===== config.mk =====
export PLATFORM = sky130hd
export DESIGN_NAME = sprite_line_sched_flat
export DESIGN_NICKNAME = d
export VERILOG_FILES = /design/src/rtl/sprite_pkg.sv /design/src/rtl/sprite_line_sched_if.sv /design/src/rtl/sprite_hit_check.sv /design/src/rtl/sprite_line_sched.sv /design/src/flat_wrapper.sv
export SDC_FILE = /design/constraint.sdc
export NUM_CORES = 1
export LEC_CHECK = 0
export CAP_MARGIN = 0
export CORE_MARGIN = 5
export CORE_UTILIZATION = 45
export DETAILED_ROUTE_END_ITERATION = 12
export GPL_ROUTABILITY_DRIVEN = 0
export PLACE_DENSITY = 0.71
export SLEW_MARGIN = 20
export SYNTH_ARGS = -nofsm -noshare
export SYNTH_HDL_FRONTEND = slang
export SYNTH_SLANG_ARGS = --single-unit

===== constraint.sdc =====
create_clock -name clk -period 8.56 [get_ports clk]
set_input_delay 1.712 -clock clk [delete_from_list [all_inputs] [get_ports clk]]
set_output_delay 1.712 -clock clk [all_outputs]
set_load 0.03 [all_outputs]

===== src/rtl/sprite_pkg.sv =====
// Shared types and sizing for the sprite line scheduler and pixel compositor.
package sprite_pkg;

  localparam int NUM_SPR      = 8;
  localparam int MAX_PER_LINE = 4;
  localparam int SPR_H        = 16;
  localparam int CORDW        = 12;
  localparam int V_ACTIVE     = 768;

  localparam int SPR_IDXW = $clog2(NUM_SPR);
  localparam int ROWW     = $clog2(SPR_H);
  localparam int CNTW     = $clog2(MAX_PER_LINE + 1);

  typedef enum logic [2:0] {
    IDLE,
    SCAN_ADDR,
    SCAN_CHK,
    ISSUE,
    DONE
  } sched_state_t;

  typedef struct packed {
    logic [SPR_IDXW-1:0] spr;
    logic [ROWW-1:0]     row;
  } spr_req_t;

endpackage


===== src/rtl/sprite_line_sched_if.sv =====
// Sprite fetch request channel: valid/ready handshake carrying sprite index and row.
interface sprite_line_sched_if;
  import sprite_pkg::*;

  logic                req_valid;
  logic                req_ready;
  logic [SPR_IDXW-1:0] req_spr;
  logic [ROWW-1:0]     req_row;

  modport master (output req_valid, req_spr, req_row, input req_ready);
  modport slave  (input req_valid, req_spr, req_row, output req_ready);

endinterface


===== src/rtl/sprite_hit_check.sv =====
// Combinational test of whether a sprite covers a target line, and which sprite row that is.
module sprite_hit_check
  import sprite_pkg::*;
(
  input  logic [CORDW-1:0] tgt,
  input  logic [CORDW-1:0] attr_y,
  input  logic             attr_vis,
  output logic             hit,
  output logic [ROWW-1:0]  row
);

  // One extra bit so the MSB acts as a borrow: set when the sprite starts below tgt.
  logic [CORDW:0] diff;

  assign diff = {1'b0, tgt} - {1'b0, attr_y};
  assign hit  = attr_vis && !diff[CORDW] && (diff < (CORDW+1)'(SPR_H));
  assign row  = diff[ROWW-1:0];

endmodule


===== src/rtl/sprite_line_sched.sv =====
// Per-scanline sprite fetch scheduler: scans the attribute table on each de falling edge
// and issues up to MAX_PER_LINE fetch requests. Define SPRITE_SCAN_REV_EN for a descending scan.
module sprite_line_sched
  import sprite_pkg::*;
(
  input  logic                clk,
  input  logic                reset,
  input  logic [CORDW-1:0]    sy,
  input  logic                de,
  output logic [SPR_IDXW-1:0] attr_idx,
  input  logic [CORDW-1:0]    attr_y,
  input  logic                attr_vis,
  sprite_line_sched_if.master req,
  output logic                line_done,
  output logic                overflow,
  output logic                late_err
);

  sched_state_t        state;
  logic                de_q;
  logic [CORDW-1:0]    tgt;
  logic [SPR_IDXW-1:0] idx;
  logic [SPR_IDXW-1:0] idx_next;
  logic [CNTW-1:0]     count;
  logic                ovf_line;
  logic                req_valid_q;
  spr_req_t            req_q;

  logic                trig;
  logic [CORDW-1:0]    tgt_next;
  logic                hit;
  logic [ROWW-1:0]     row;

`ifdef SPRITE_SCAN_REV_EN
  localparam logic [SPR_IDXW-1:0] IDX_FIRST = SPR_IDXW'(NUM_SPR - 1);
  localparam logic [SPR_IDXW-1:0] IDX_LAST  = '0;
  assign idx_next = idx - 1'b1;
`else
  localparam logic [SPR_IDXW-1:0] IDX_FIRST = '0;
  localparam logic [SPR_IDXW-1:0] IDX_LAST  = SPR_IDXW'(NUM_SPR - 1);
  assign idx_next = idx + 1'b1;
`endif

  assign trig     = de_q && !de;
  assign tgt_next = (sy == CORDW'(V_ACTIVE - 1)) ? '0 : sy + 1'b1;

  sprite_hit_check u_hit (
    .tgt      (tgt),
    .attr_y   (attr_y),
    .attr_vis (attr_vis),
    .hit      (hit),
    .row      (row)
  );

  always_ff @(posedge clk) begin
    if (reset) begin
      state       <= IDLE;
      de_q        <= 1'b0;
      tgt         <= '0;
      idx         <= '0;
      count       <= '0;
      ovf_line    <= 1'b0;
      req_valid_q <= 1'b0;
      req_q       <= '0;
      line_done   <= 1'b0;
      overflow    <= 1'b0;
      late_err    <= 1'b0;
    end else begin
      de_q      <= de;
      line_done <= 1'b0;
      // A trigger that lands mid-scan is reported but never disturbs the scan in progress.
      late_err  <= trig && (state != IDLE);
      case (state)
        IDLE: begin
          if (trig) begin
            tgt      <= tgt_next;
            idx      <= IDX_FIRST;
            count    <= '0;
            ovf_line <= 1'b0;
            state    <= SCAN_ADDR;
          end
        end
        SCAN_ADDR: state <= SCAN_CHK;
        SCAN_CHK: begin
          if (hit && (count < CNTW'(MAX_PER_LINE))) begin
            req_valid_q <= 1'b1;
            req_q.spr   <= idx;
            req_q.row   <= row;
            state       <= ISSUE;
          end else begin
            if (hit) ovf_line <= 1'b1;
            if (idx == IDX_LAST) state <= DONE;
            else begin
              idx   <= idx_next;
              state <= SCAN_ADDR;
            end
          end
        end
        ISSUE: begin
          if (req.req_ready) begin
            req_valid_q <= 1'b0;
            count       <= count + 1'b1;
            if (idx == IDX_LAST) state <= DONE;
            else begin
              idx   <= idx_next;
              state <= SCAN_ADDR;
            end
          end
        end
        DONE: begin
          line_done <= 1'b1;
          overflow  <= ovf_line;
          state     <= IDLE;
        end
        default: state <= IDLE;
      endcase
    end
  end

  assign attr_idx      = idx;
  assign req.req_valid = req_valid_q;
  assign req.req_spr   = req_q.spr;
  assign req.req_row   = req_q.row;

endmodule


===== src/flat_wrapper.sv =====
// flat-port wrapper written by rule: the top's interface ports become plain ports
module sprite_line_sched_flat import sprite_pkg::*;
  (clk, reset, sy, de, attr_idx, attr_y, attr_vis, line_done, overflow, late_err, req_req_valid, req_req_spr, req_req_row, req_req_ready);
  sprite_line_sched_if req_i ();
  input  logic clk;
  input  logic reset;
  input  logic [CORDW-1:0] sy;
  input  logic de;
  output logic [SPR_IDXW-1:0] attr_idx;
  input  logic [CORDW-1:0] attr_y;
  input  logic attr_vis;
  output logic line_done;
  output logic overflow;
  output logic late_err;
  output wire logic [$bits(req_i.req_valid)-1:0] req_req_valid;
  output wire logic [$bits(req_i.req_spr)-1:0] req_req_spr;
  output wire logic [$bits(req_i.req_row)-1:0] req_req_row;
  input wire logic [$bits(req_i.req_ready)-1:0] req_req_ready;
  assign req_req_valid = req_i.req_valid;
  assign req_req_spr = req_i.req_spr;
  assign req_req_row = req_i.req_row;
  assign req_i.req_ready = req_req_ready;
  sprite_line_sched u_core (.clk(clk), .reset(reset), .sy(sy), .de(de), .attr_idx(attr_idx), .attr_y(attr_y), .attr_vis(attr_vis), .req(req_i), .line_done(line_done), .overflow(overflow), .late_err(late_err));
endmodule

* After elaboration in Yosys (flattened, before gate mapping) *
Cells that the tools add are included.

word-level totals
  flip-flop bits (word level) = 34
  word-level logic and storage cells = 70

operators by class
  reductions and logical operators = 20
  order comparisons = 2
  muxes and demuxes = 21
  eq/ne operators = 11
  $add $sub $neg = 4

operators with widths
  cell                   count
  $mux 3                 9
  $lt 13x5->1 const B    1
  $sub 12x12->13         1
  $add 12x1->12 const B  1
  $eq 12x10->1 const B   1
  $mux 12                1
  $pmux 3 s4             1
  $pmux 3 s3             1
  $reduce_and 4->1       2
  $add 3x1->3 const B    2
  $eq 3x2->1 const B     2
  $eq 3x3->1 const B     2
  $mux 1                 6
  $ne 2x1->1 const B     3
  $pmux 3 s2             1
  $reduce_and 2->1       3
  $reduce_and 3->1       2
  $reduce_bool 2->1      3
  $reduce_bool 3->1      2
  $logic_and 1x1->1      5
  $ne 2x2->1 const B     2
  $pmux 1 s2             2
  $eq 3x1->1 const B     1
  $logic_not 3->1        1
  other kinds (2)        3

* Logic depth before layout (Yosys ltp) *
Gate-level depths: netlist of run 1.

  word-level depth = 7
  depth in mapped cells = 12

* Cells and area by module *
A second synthesis of run 1 with hierarchy kept.

second synthesis, totals
  cell total of the unflattened synthesis = 287
  area total of the unflattened synthesis = 2267.2 um2

by module, submodules not included
  module             area each (um2)  times used  cells an instance
  sprite_line_sched  1645.3           1           193
  sprite_hit_check   621.8            1           94

* Least setup slack after synthesis of run 1 *
No wires, ideal clock.

  path kind = in2reg
  from = in attr_y[0]
  to = reg u_core.idx[0] (netlist: u_core.attr_idx[0])
  path buffers = 0
  setup time = 121 ps
  arrival time = 3967 ps
  stages = 10
  slack = 4472 ps
  cells stage by stage = ha_1 fa_1 nand2b_1 a21oi_2 a31oi_1 mux2_4 nor4_4 nand4_2 nand2_1 mux2_2

between the ends
  cells in the longest elaborated chain, start to end = 7

ends and longest elaborated chain
  what                                                 line                      source
  start, declared                                      flat_wrapper.sv:10        input logic [CORDW-1:0] attr_y;
  $sub 12x12->13 *                                     sprite_hit_check.sv:15    assign diff = {1'b0, tgt} - {1'b0, attr_y};
  branches (longest 2 deep; another with $lt 13x5->1)  -
  $logic_and 1x1->1 *                                  sprite_hit_check.sv:16    assign hit = attr_vis && !diff[CORDW] && (diff < (CORDW+1)'(SPR_H));
  $logic_and 1x1->1 *                                  sprite_line_sched.sv:85   if (hit && (count < CNTW'(MAX_PER_LINE))) begin
  $ne 2x2->1 (no line) *                               -
  $reduce_and 4->1 (no line) *                         -
  end signal, assigned                                 sprite_line_sched.sv:94   idx <= idx_next;
  end signal, assigned                                 sprite_line_sched.sv:105  idx <= idx_next;
  end, declared                                        sprite_line_sched.sv:22   logic [SPR_IDXW-1:0] idx;

Mark *: on every way between the ends.
A chain may end at the register's enable or synchronous reset.

* Worst setup path in the final report of run 1 *
Ends and elaborated chain as after synthesis.

==> impl_metrics.py, run 1 <==
metrics = {
    "outcome": {
        "outcome": "finished, final reports clean",
    },
    "setup_path": {
        "endpoint_kind": "register",
        "slowest_stage": "nand4_2",
        "slowest_delay_ns": 0.42,
        "path_buf_inv": 1,
        "required_ns": 8.73,
        "cp-start-kind": "primary input",
        "crit_family": "simple AND/OR/NAND/NOR gates",
        "critPathArrivalTime_ns": 4.97,
        "cp_max_fo": 11,
        "worstSetupPathType": "primary input to register",
        "crit_chain": "clkdlybuf4s50_1 > ha_1 > fa_1 > nand2b_1 > a21oi_2 > a31oi_1 > mux2_4 > nor4_4 > nand4_2 > nand2_1 > mux2_2",
    },
    "global_routing": {
        "met2_usage_pct": 28.48,
        "grt_pass1_vias": 1873,
        "grtUsageTotal_pct": 15.85,
        "grt_pass1_wl_mm": 7.990,
        "top_usage_layer": "met2",
        "grt_antenna_before_repair": 0,
        "met3_usage_pct": 3.700,
        "grt_max_degree": 27,
        "use_met1_pct": 18.26,
        "gr-total-overflow": 0,
    },
    "cells_and_area": {
        "areaGrowthSynthToFinish_pct": 25.95,
        "layout_common_cells": "clkdlybuf4s50_1, dfxtp_1, nor2_1",
        "postLayoutCellArea_um2": 2781,
        "final_common_cell": "clkdlybuf4s50_1",
        "n_antenna_cell": 0,
        "nets": 359,
        "final_core_util_pct": 58.50,
        "drive_above_1_share_pct": 7.348,
    },
    "cts": {
        "cts_max_level": 2,
        "cts.repair.resized": 0,
        "cts_root_buffer": "clkbuf_8",
        "postCtsSetupRepairBufs": 0,
        "cts_tree": "built",
        "cts_hold_buf": 0,
        "clock-sinks": 34,
        "numCtsBuffers": 5,
        "clk_pin_slew_ns": 0.07,
        "clockBufferDepth": 2,
        "clk_latency_ns": 0.28,
    },
    "worst_hold_path": {
        "min_path_type": "register to register",
    },
    "floorplanning": {
        "die_height_um": 80.06,
        "initial_core_util_pct": 46.45,
        "chipWidth_um": 80.06,
        "dieArea_um2": 6409,
        "io_pins": 43,
        "coreArea_um2": 4755,
        "row_count": 25,
    },
    "detailed_routing": {
        "firstDrtPassIters": 4,
        "routedWlPerCell_um": 12.51,
        "drc_errors": 0,
        "via_per_inst": 5.113,
        "ant_nets": 0,
        "drt-initial-drc-count": 87,
        "num_vias": 1943,
        "wl_mm": 4.754,
    },
    "yosys": {
        "synth_edf_count": 0,
        "synth.distinct_cells": 42,
        "seq_area_frac_synth_pct": 30.82,
        "ys.warnings.count": 0,
        "ys.flop_type": "dfxtp_1",
        "ys_seq_elements": 34,
        "synth_area_leader_cell": "dfxtp_1",
        "synth_area_per_cell_um2": 8.210,
        "async_flop_share_pct": 0,
        "yosys-top-cells-area": "dfxtp_1, ha_1, nor2_1, nand2_1, mux2i_1",
        "syn_area_um2": 2208,
        "synth_cells": 269,
        "yosys.area.top_type_share_pct": 30.82,
        "syn_nets": 315,
    },
    "sta": {
        "fin_worst_skew_ns": 0.003319,
        "finalHoldViolations": 0,
        "tns_ns": 0,
        "max_freq_mhz": 208.7,
        "hold_slack_ns": 0.4568,
        "finalSetupViolCount": 0,
        "slew_violations": 0,
        "fin_crit_ns": 4.793,
        "finalCritPeriodShare_pct": 55.99,
        "rsz0062_at_grt": "false",
        "slew_headroom_pct": 49.60,
        "worst_pin_slew_ns": 0.7532,
    },
    "pwr": {
        "irDropWorstVdd_mv": 0.1005,
        "p_per_area_nw_per_um2": 137.2,
        "p_leak_uw": 0.001181,
    },
    "flow_run": {
        "max-cap-violations": 0,
    },
    "place": {
        "io_buffers": 42,
        "placed_area_um2": 2669,
        "dp_hpwl_mm": 3.720,
    },
}
-- tightest hold or removal path: cells and delay by family, from the launching register on --
family           cells  cell delay [ns]
flip-flops           1             0.33
AO/OA/AOI/OAI        1             0.05
AND/OR/NAND/NOR      1             0.05
-- path summary, 6_finish.rpt --
path,depth (start not counted),slack (ns),end,start
min reg2reg,2,0.46,u_core.tgt[0]$_SDFFE_PP0P_,u_core.tgt[0]$_SDFFE_PP0P_
min,2,0.46,u_core.tgt[0]$_SDFFE_PP0P_,u_core.tgt[0]$_SDFFE_PP0P_
max,11,3.77,u_core.attr_idx[0]$_SDFFE_PP0P_,attr_y[0]
max reg2reg,11,5.26,u_core.attr_idx[0]$_SDFFE_PP0P_,u_core.tgt[0]$_SDFFE_PP0P_
-- synth_stat cells, types with 4 or more instances --
master	instances
nand3_1	12
nor2_1	30
and3_1	5
mux2i_1	10
xor2_1	5
o21ai_0	18
nand2_1	28
inv_1	20
a21oi_1	14
dfxtp_1	34
ha_1	16
xnor2_1	9
a211oi_1	4
o21a_1	4
or2b_2	4
nor3_1	8
nor2b_1	7
nand2b_1	6
-- kinds of logic (layout without fill, tap and decap cells) --
family / count (synthesis) / in the layout / share of synthesized area (%)
flops: 34 / 34 / 30.82
fa+ha+maj: 17 / 17 / 9.972
simple gates: 109 / 109 / 25.10
buf+inv: 26 / 70 / 5.722
xor+xnor: 14 / 14 / 5.553
compound gates: 55 / 55 / 16.09
mux: 14 / 14 / 6.742
-- report_power, final --
part           switching [µW]  internal [µW]
logic                    35.3           34.2
registers                2.02            161
clock network            55.9           93.1
total                    93.1            288
-- state kept, by name, indices dropped and copies added (netlist names), 3 cells and up --
name	count
u_core.tgt	12
u_core.req.req_row	4
u_core.attr_idx	3
u_core.count	3
u_core.req.req_spr	3
u_core.state	3
-- per-layer routing --
layer	share of wire [%]	wire length, µm
met3	5.4	256
met2	50	2369
met4	1.5	71
met1	43	2056
met5	0	0
-- through the flow --
stage | total power, µW | std cells | setup slack [ns]
floorplan | 212.6 | 269 | 4.472
global placement | 234.7 | 373 | 3.551
detailed placement | 235.4 | 373 | 3.464
CTS | 386.7 | 380 | 3.767
global route | 399.5 | 380 | 3.571
finish | 381.5 | 380 | 3.767
-- layout make-up --
cell class              count  area, µm²
inverters                  20      75.07
fillers                   460       1973
clock buffers               6      82.58
flip-flops and latches     34      680.7
well taps                  67      83.83
multi-input cells         209       1401
repair buffers             43      427.9
clock inverters             1      30.03
Power figures use the tool's default switching activity.
==> inputs of run 2 (changes only) <==
==> constraint.sdc (replaced) <==
create_clock -name clk -period 5 [get_ports clk]
set_input_delay 1 -clock clk [delete_from_list [all_inputs] [get_ports clk]]
set_output_delay 1 -clock clk [all_outputs]
set_load 0.03 [all_outputs]
==> run 2 against run 1 <==
Effect of this change:
- cell area is 0.31% higher
- clock skew grew 0.0081 ns
- power rose by 72%
- critical path type unchanged
- critical endpoint unchanged
- largest cell class unchanged
==> impl_metrics.py, run 2 (same netlist as run 1, synthesis figures left out) <==
metrics = {
    "sta": {
        "worst_pin_slew_ns": 0.7769,
        "fin_worst_skew_ns": 0.01146,
        "slew_violations": 0,
        "max_freq_mhz": 262.9,
        "tns_ns": 0,
        "finalCritPeriodShare_pct": 76.08,
        "fin_crit_ns": 3.804,
        "finalSetupViolCount": 0,
        "rsz0062_at_grt": "false",
        "finalHoldViolations": 0,
        "slew_headroom_pct": 48.02,
    },
    "floorplanning": {
        "io_pins": 43,
        "chipWidth_um": 80.06,
        "coreArea_um2": 4755,
        "dieArea_um2": 6409,
        "die_height_um": 80.06,
        "initial_core_util_pct": 46.45,
        "row_count": 25,
    },
    "detailed_routing": {
        "wl_mm": 4.744,
        "drt-initial-drc-count": 83,
        "via_per_inst": 5.065,
        "ant_nets": 0,
        "routedWlPerCell_um": 12.42,
        "drc_errors": 0,
        "firstDrtPassIters": 4,
        "num_vias": 1935,
    },
    "pwr": {
        "total_power_uw": 656.5,
        "p_leak_uw": 0.001178,
        "p_per_area_nw_per_um2": 235.3,
        "irDropWorstVdd_mv": 0.1111,
    },
    "setup_path": {
        "cp_max_fo": 11,
        "worstSetupPathType": "primary input to register",
        "worst_r2r_endpoint": "u_core.attr_idx[0]$_SDFFE_PP0P_",
        "critical_path.endpoint": "u_core.attr_idx[0]$_SDFFE_PP0P_",
        "required_ns": 5.18,
        "endpoint_kind": "register",
        "critPathArrivalTime_ns": 3.99,
        "worstReg2RegStart": "u_core.tgt[0]$_SDFFE_PP0P_",
        "cp-start-kind": "primary input",
        "crit_start": "attr_y[0]",
        "r2r_cells": 12,
        "r2r_slack_ns": 1.97,
    },
    "global_routing": {
        "grt_max_degree": 20,
        "gr-total-overflow": 0,
        "grt_pass1_vias": 1907,
        "grtUsageTotal_pct": 15.93,
        "grt_pass1_wl_mm": 8.135,
        "grt_antenna_before_repair": 0,
    },
    "cells_and_area": {
        "final_core_util_pct": 58.68,
        "layout_common_cells": "clkdlybuf4s50_1, dfxtp_1, nor2_1",
        "regMostFlops": "u_core.tgt",
        "nFillCells": 463,
        "drive_above_1_share_pct": 7.937,
        "n_antenna_cell": 0,
        "final-seq-area_um2": 680.7,
        "multi_input_comb_area_um2": 1401,
        "areaGrowthSynthToFinish_pct": 26.35,
        "largest_reg_flops": 12,
        "final_common_cell": "clkdlybuf4s50_1",
        "nets": 360,
    },
    "flow_run": {
        "max-cap-violations": 0,
    },
    "worst_hold_path": {
        "min_path_type": "register to register",
        "min_delay_path_depth": 2,
    },
    "cts": {
        "cts_root_buffer": "clkbuf_8",
        "clock-sinks": 34,
        "cts_max_level": 2,
        "cts.repair.resized": 0,
        "clk_pin_slew_ns": 0.08,
        "numCtsBuffers": 5,
        "postCtsSetupRepairBufs": 0,
        "cts_tree": "built",
        "clockBufferDepth": 2,
        "cts_hold_buf": 0,
        "clk_latency_ns": 0.29,
    },
    "place": {
        "io_buffers": 42,
        "dp_hpwl_mm": 3.784,
    },
    "outcome": {
        "outcome": "finished, final reports clean",
    },
}
[run 2: changes by cell type in the layout (fill, tap and decap cells not counted)]
cell | before | now
clkinvlp_4 | 0 | 2
buf_4 | 1 | 2
clkbuf_8 | 6 | 5
[run 2: cell type report]
type	count	area share, %
multi-input cells	209	50.22
flip-flops and latches	34	24.39
repair buffers	44	15.61
well taps	67	3.004
inverters	20	2.691
clock buffers	5	2.466
clock inverters	3	1.614
[run 2: per-stage QoR]
step | instances | setup WS (ns) | instance area, µm² | hold WS (ns)
3_3_place_gp | 374 | 0.9515 | 2676 | 0.4380
4_1_cts | 382 | 1.191 | 2790 | 0.4657
6_report | 382 | 1.196 | 2790 | 0.4623
3_5_place_dp | 374 | 0.8797 | 2676 | 0.4493
2_1_floorplan | 269 | 1.624 | 2208 | 0.4250
5_1_grt | 382 | 1.009 | 2790 | 0.4912
[run 2: metal layers]
layer,vias to the layer above,track usage [%],wire length [µm]
met5,-,0,0
met4,0,4.730,63
met3,8,4.484,231
met2,43,28.48,2356
met1,863,18.31,2092
li1,1021,-,-
[run 2: worst max-delay path: stages]
cell,delay [ns]
clkdlybuf4s50_1,0.40
ha_1,0.22
fa_1,0.41
nand2b_1,0.18
a21oi_2,0.19
a31oi_1,0.13
mux2_4,0.33
nor4_4,0.30
nand4_2,0.12
buf_4,0.21
nand2_1,0.15
mux2_2,0.34
[run 2: worst min path at each step]
| stage | startpoint | end | slack, ns |
|---|---|---|---|
| 3_3_place_gp | u_core.tgt[4]$_SDFFE_PP0P_ | u_core.tgt[4]$_SDFFE_PP0P_ | 0.44 |
| 5_1_grt | u_core.overflow$_SDFFE_PP0P_ | u_core.overflow$_SDFFE_PP0P_ | 0.49 |
| 6_report | u_core.overflow$_SDFFE_PP0P_ | u_core.overflow$_SDFFE_PP0P_ | 0.46 |
| 3_5_place_dp | u_core.tgt[2]$_SDFFE_PP0P_ | u_core.tgt[2]$_SDFFE_PP0P_ | 0.45 |
| 4_1_cts | u_core.tgt[2]$_SDFFE_PP0P_ | u_core.tgt[2]$_SDFFE_PP0P_ | 0.47 |
| 2_1_floorplan | u_core.tgt[0]$_SDFFE_PP0P_ | u_core.tgt[0]$_SDFFE_PP0P_ | 0.43 |
[run 2: power by group]
group          switching [µW]  total, µW  internal, µW
logic                    59.8        118          58.6
clock network             111        259           148
registers                3.53        279           276
total                     174        657           483
==> inputs of run 3 (changes only) <==
==> constraint.sdc (replaced) <==
create_clock -name clk -period 3.59 [get_ports clk]
set_input_delay 0.718 -clock clk [delete_from_list [all_inputs] [get_ports clk]]
set_output_delay 0.718 -clock clk [all_outputs]
set_load 0.03 [all_outputs]
==> run 3 against run 2 <==
Effect of this change:
- worst hold slack lost 0.0066 ns
- critical path depth shrank 1
- first-iteration DRC count grew 33%
- sequential power grew 39%
- core utilization grew 0.16 points
- cell area grew 0.27%
- count of clock-buffer cells in the layout grew 2
- register-to-register slack lost 1.1 ns
- sequential share of layout area shrank 0.065 points
- via count grew 1.0%
- largest cell class unchanged
- largest power group unchanged
==> impl_metrics.py, run 3 (same netlist as run 1, synthesis figures left out) <==
metrics = {
    "outcome": {
        "outcome": "finished, final reports clean",
    },
    "detailed_routing": {
        "routedWlPerCell_um": 12.44,
        "wl_mm": 4.803,
        "num_vias": 1955,
        "via_per_inst": 5.065,
        "drc_errors": 0,
        "drt-initial-drc-count": 110,
        "ant_nets": 0,
        "firstDrtPassIters": 4,
    },
    "sta": {
        "finalHoldViolations": 0,
        "rsz0062_at_grt": "false",
        "fin_worst_skew_ns": 0.005246,
        "fin_crit_ns": 3.212,
        "slew_headroom_pct": 45.56,
        "finalCritPeriodShare_pct": 89.46,
        "finalSetupViolCount": 0,
        "hold_slack_ns": 0.4557,
        "max_freq_mhz": 311.4,
        "worst_pin_slew_ns": 0.8136,
        "slew_violations": 0,
        "tns_ns": 0,
    },
    "global_routing": {
        "grt_pass1_wl_mm": 8.100,
        "grtUsageTotal_pct": 15.90,
        "grt_antenna_before_repair": 0,
        "grt_max_degree": 26,
        "grt_pass1_vias": 1953,
        "gr-total-overflow": 0,
    },
    "floorplanning": {
        "io_pins": 43,
        "coreArea_um2": 4755,
        "chipWidth_um": 80.06,
        "initial_core_util_pct": 46.45,
        "row_count": 25,
        "die_height_um": 80.06,
        "dieArea_um2": 6409,
    },
    "setup_path": {
        "worstReg2RegStart": "u_core.tgt[0]$_SDFFE_PP0P_",
        "r2r_slack_ns": 0.87,
        "r2r_cells": 11,
        "path_buf_inv": 2,
        "slowest_stage": "clkdlybuf4s50_1",
        "cp_max_fo": 10,
        "worst_r2r_endpoint": "u_core.state[1]$_SDFFE_PP0P_",
        "slowest_delay_ns": 0.40,
        "required_ns": 3.79,
        "crit_family": "buffers and inverters",
        "crit_chain": "clkdlybuf4s50_1 > ha_1 > fa_1 > nand2b_1 > a21oi_2 > a31oi_1 > mux2_4 > nor4_4 > nand4_2 > buf_4 > a221oi_2",
        "cp-start-kind": "primary input",
        "critPathArrivalTime_ns": 3.41,
        "worstSetupPathType": "primary input to register",
        "endpoint_kind": "register",
    },
    "pwr": {
        "p_leak_uw": 0.001196,
        "irDropWorstVdd_mv": 0.2273,
        "p_per_area_nw_per_um2": 303.3,
    },
    "cts": {
        "cts_root_buffer": "clkbuf_8",
        "numCtsBuffers": 5,
        "cts_hold_buf": 0,
        "cts_tree": "built",
        "clock-sinks": 34,
        "cts.repair.resized": 0,
        "clk_pin_slew_ns": 0.07,
        "clk_latency_ns": 0.28,
        "clockBufferDepth": 2,
        "cts_max_level": 2,
        "postCtsSetupRepairBufs": 0,
    },
    "place": {
        "dp_hpwl_mm": 3.825,
        "io_buffers": 42,
    },
    "cells_and_area": {
        "nets": 364,
        "areaGrowthSynthToFinish_pct": 26.69,
        "n_antenna_cell": 0,
        "drive_above_1_share_pct": 8.777,
        "final_common_cell": "clkdlybuf4s50_1",
        "layout_common_cells": "clkdlybuf4s50_1, dfxtp_1, nor2_1",
        "largest_reg_flops": 12,
        "regMostFlops": "u_core.tgt",
    },
    "worst_hold_path": {
        "min_delay_path_depth": 2,
        "min_path_type": "register to register",
        "hold_end": "u_core.req.req_valid$_SDFFE_PP0P_",
        "min_from": "u_core.req.req_valid$_SDFFE_PP0P_",
    },
    "flow_run": {
        "max-cap-violations": 0,
    },
}
==> run 3: report_power, final <==
| group | internal [µW] | switching [µW] |
|---|---|---|
| Combinational | 85.3 | 84.8 |
| Clock | 155 | 135 |
| Sequential | 384 | 4.89 |
==> run 3: final cells by class <==
type | instances | area [µm²]
clock buffer | 7 | 86.33
fill | 470 | 1957
timing repair buffer | 48 | 465.4
tap | 67 | 83.83
clock inverter | 1 | 5.005
sequential | 34 | 680.7
inverter | 20 | 75.07
multi-input combinational | 209 | 1401
==> run 3: worst max path at each step <==
stage | from | endpoint | slack (ns) | cells past startpoint
floorplan | attr_y[0] | u_core.attr_idx[0]$_SDFFE_PP0P_ | 0.50 | 10
global route | attr_y[0] | u_core.req.req_spr[2]$_SDFFE_PP0P_ | 0.17 | 12
detailed placement | attr_y[0] | u_core.state[1]$_SDFFE_PP0P_ | 0.07 | 11
finish | attr_y[0] | u_core.state[1]$_SDFFE_PP0P_ | 0.38 | 11
CTS | attr_y[0] | u_core.state[1]$_SDFFE_PP0P_ | 0.37 | 11
global placement | attr_y[0] | u_core.state[1]$_SDFFE_PP0P_ | 0.12 | 11
==> run 3: layer usage <==
layer | global-route usage (%) | wire (µm) | part of all wire, % | up-vias
li1 | - | - | - | 1028
met1 | 18.63 | 2092 | 44 | 879
met3 | 2.915 | 245 | 5.1 | 5
met2 | 28.97 | 2397 | 50 | 43
met5 | 0 | 0 | 0 | -
met4 | 5.068 | 67 | 1.4 | 0
==> run 3: tightest hold or removal path, delay by kind of cell, from the launching register on <==
family,cells,cell delay (ns)
flip-flops,1,0.31
AND/OR/NAND/NOR,1,0.05
AO/OA/AOI/OAI,1,0.05
==> run 3: stage by stage <==
step	cell area [µm²]	utilization [%]	power (µW)	instances	setup WS, ns
after detailed placement	2706	56.92	567.3	378	0.07459
final	2798	58.84	848.4	386	0.3782
after global routing	2798	58.84	900.1	386	0.1666
after global placement	2706	56.92	565.2	378	0.1204
after CTS	2798	58.84	859.7	386	0.3724
after floorplan	2208	-	506.9	269	0.4960
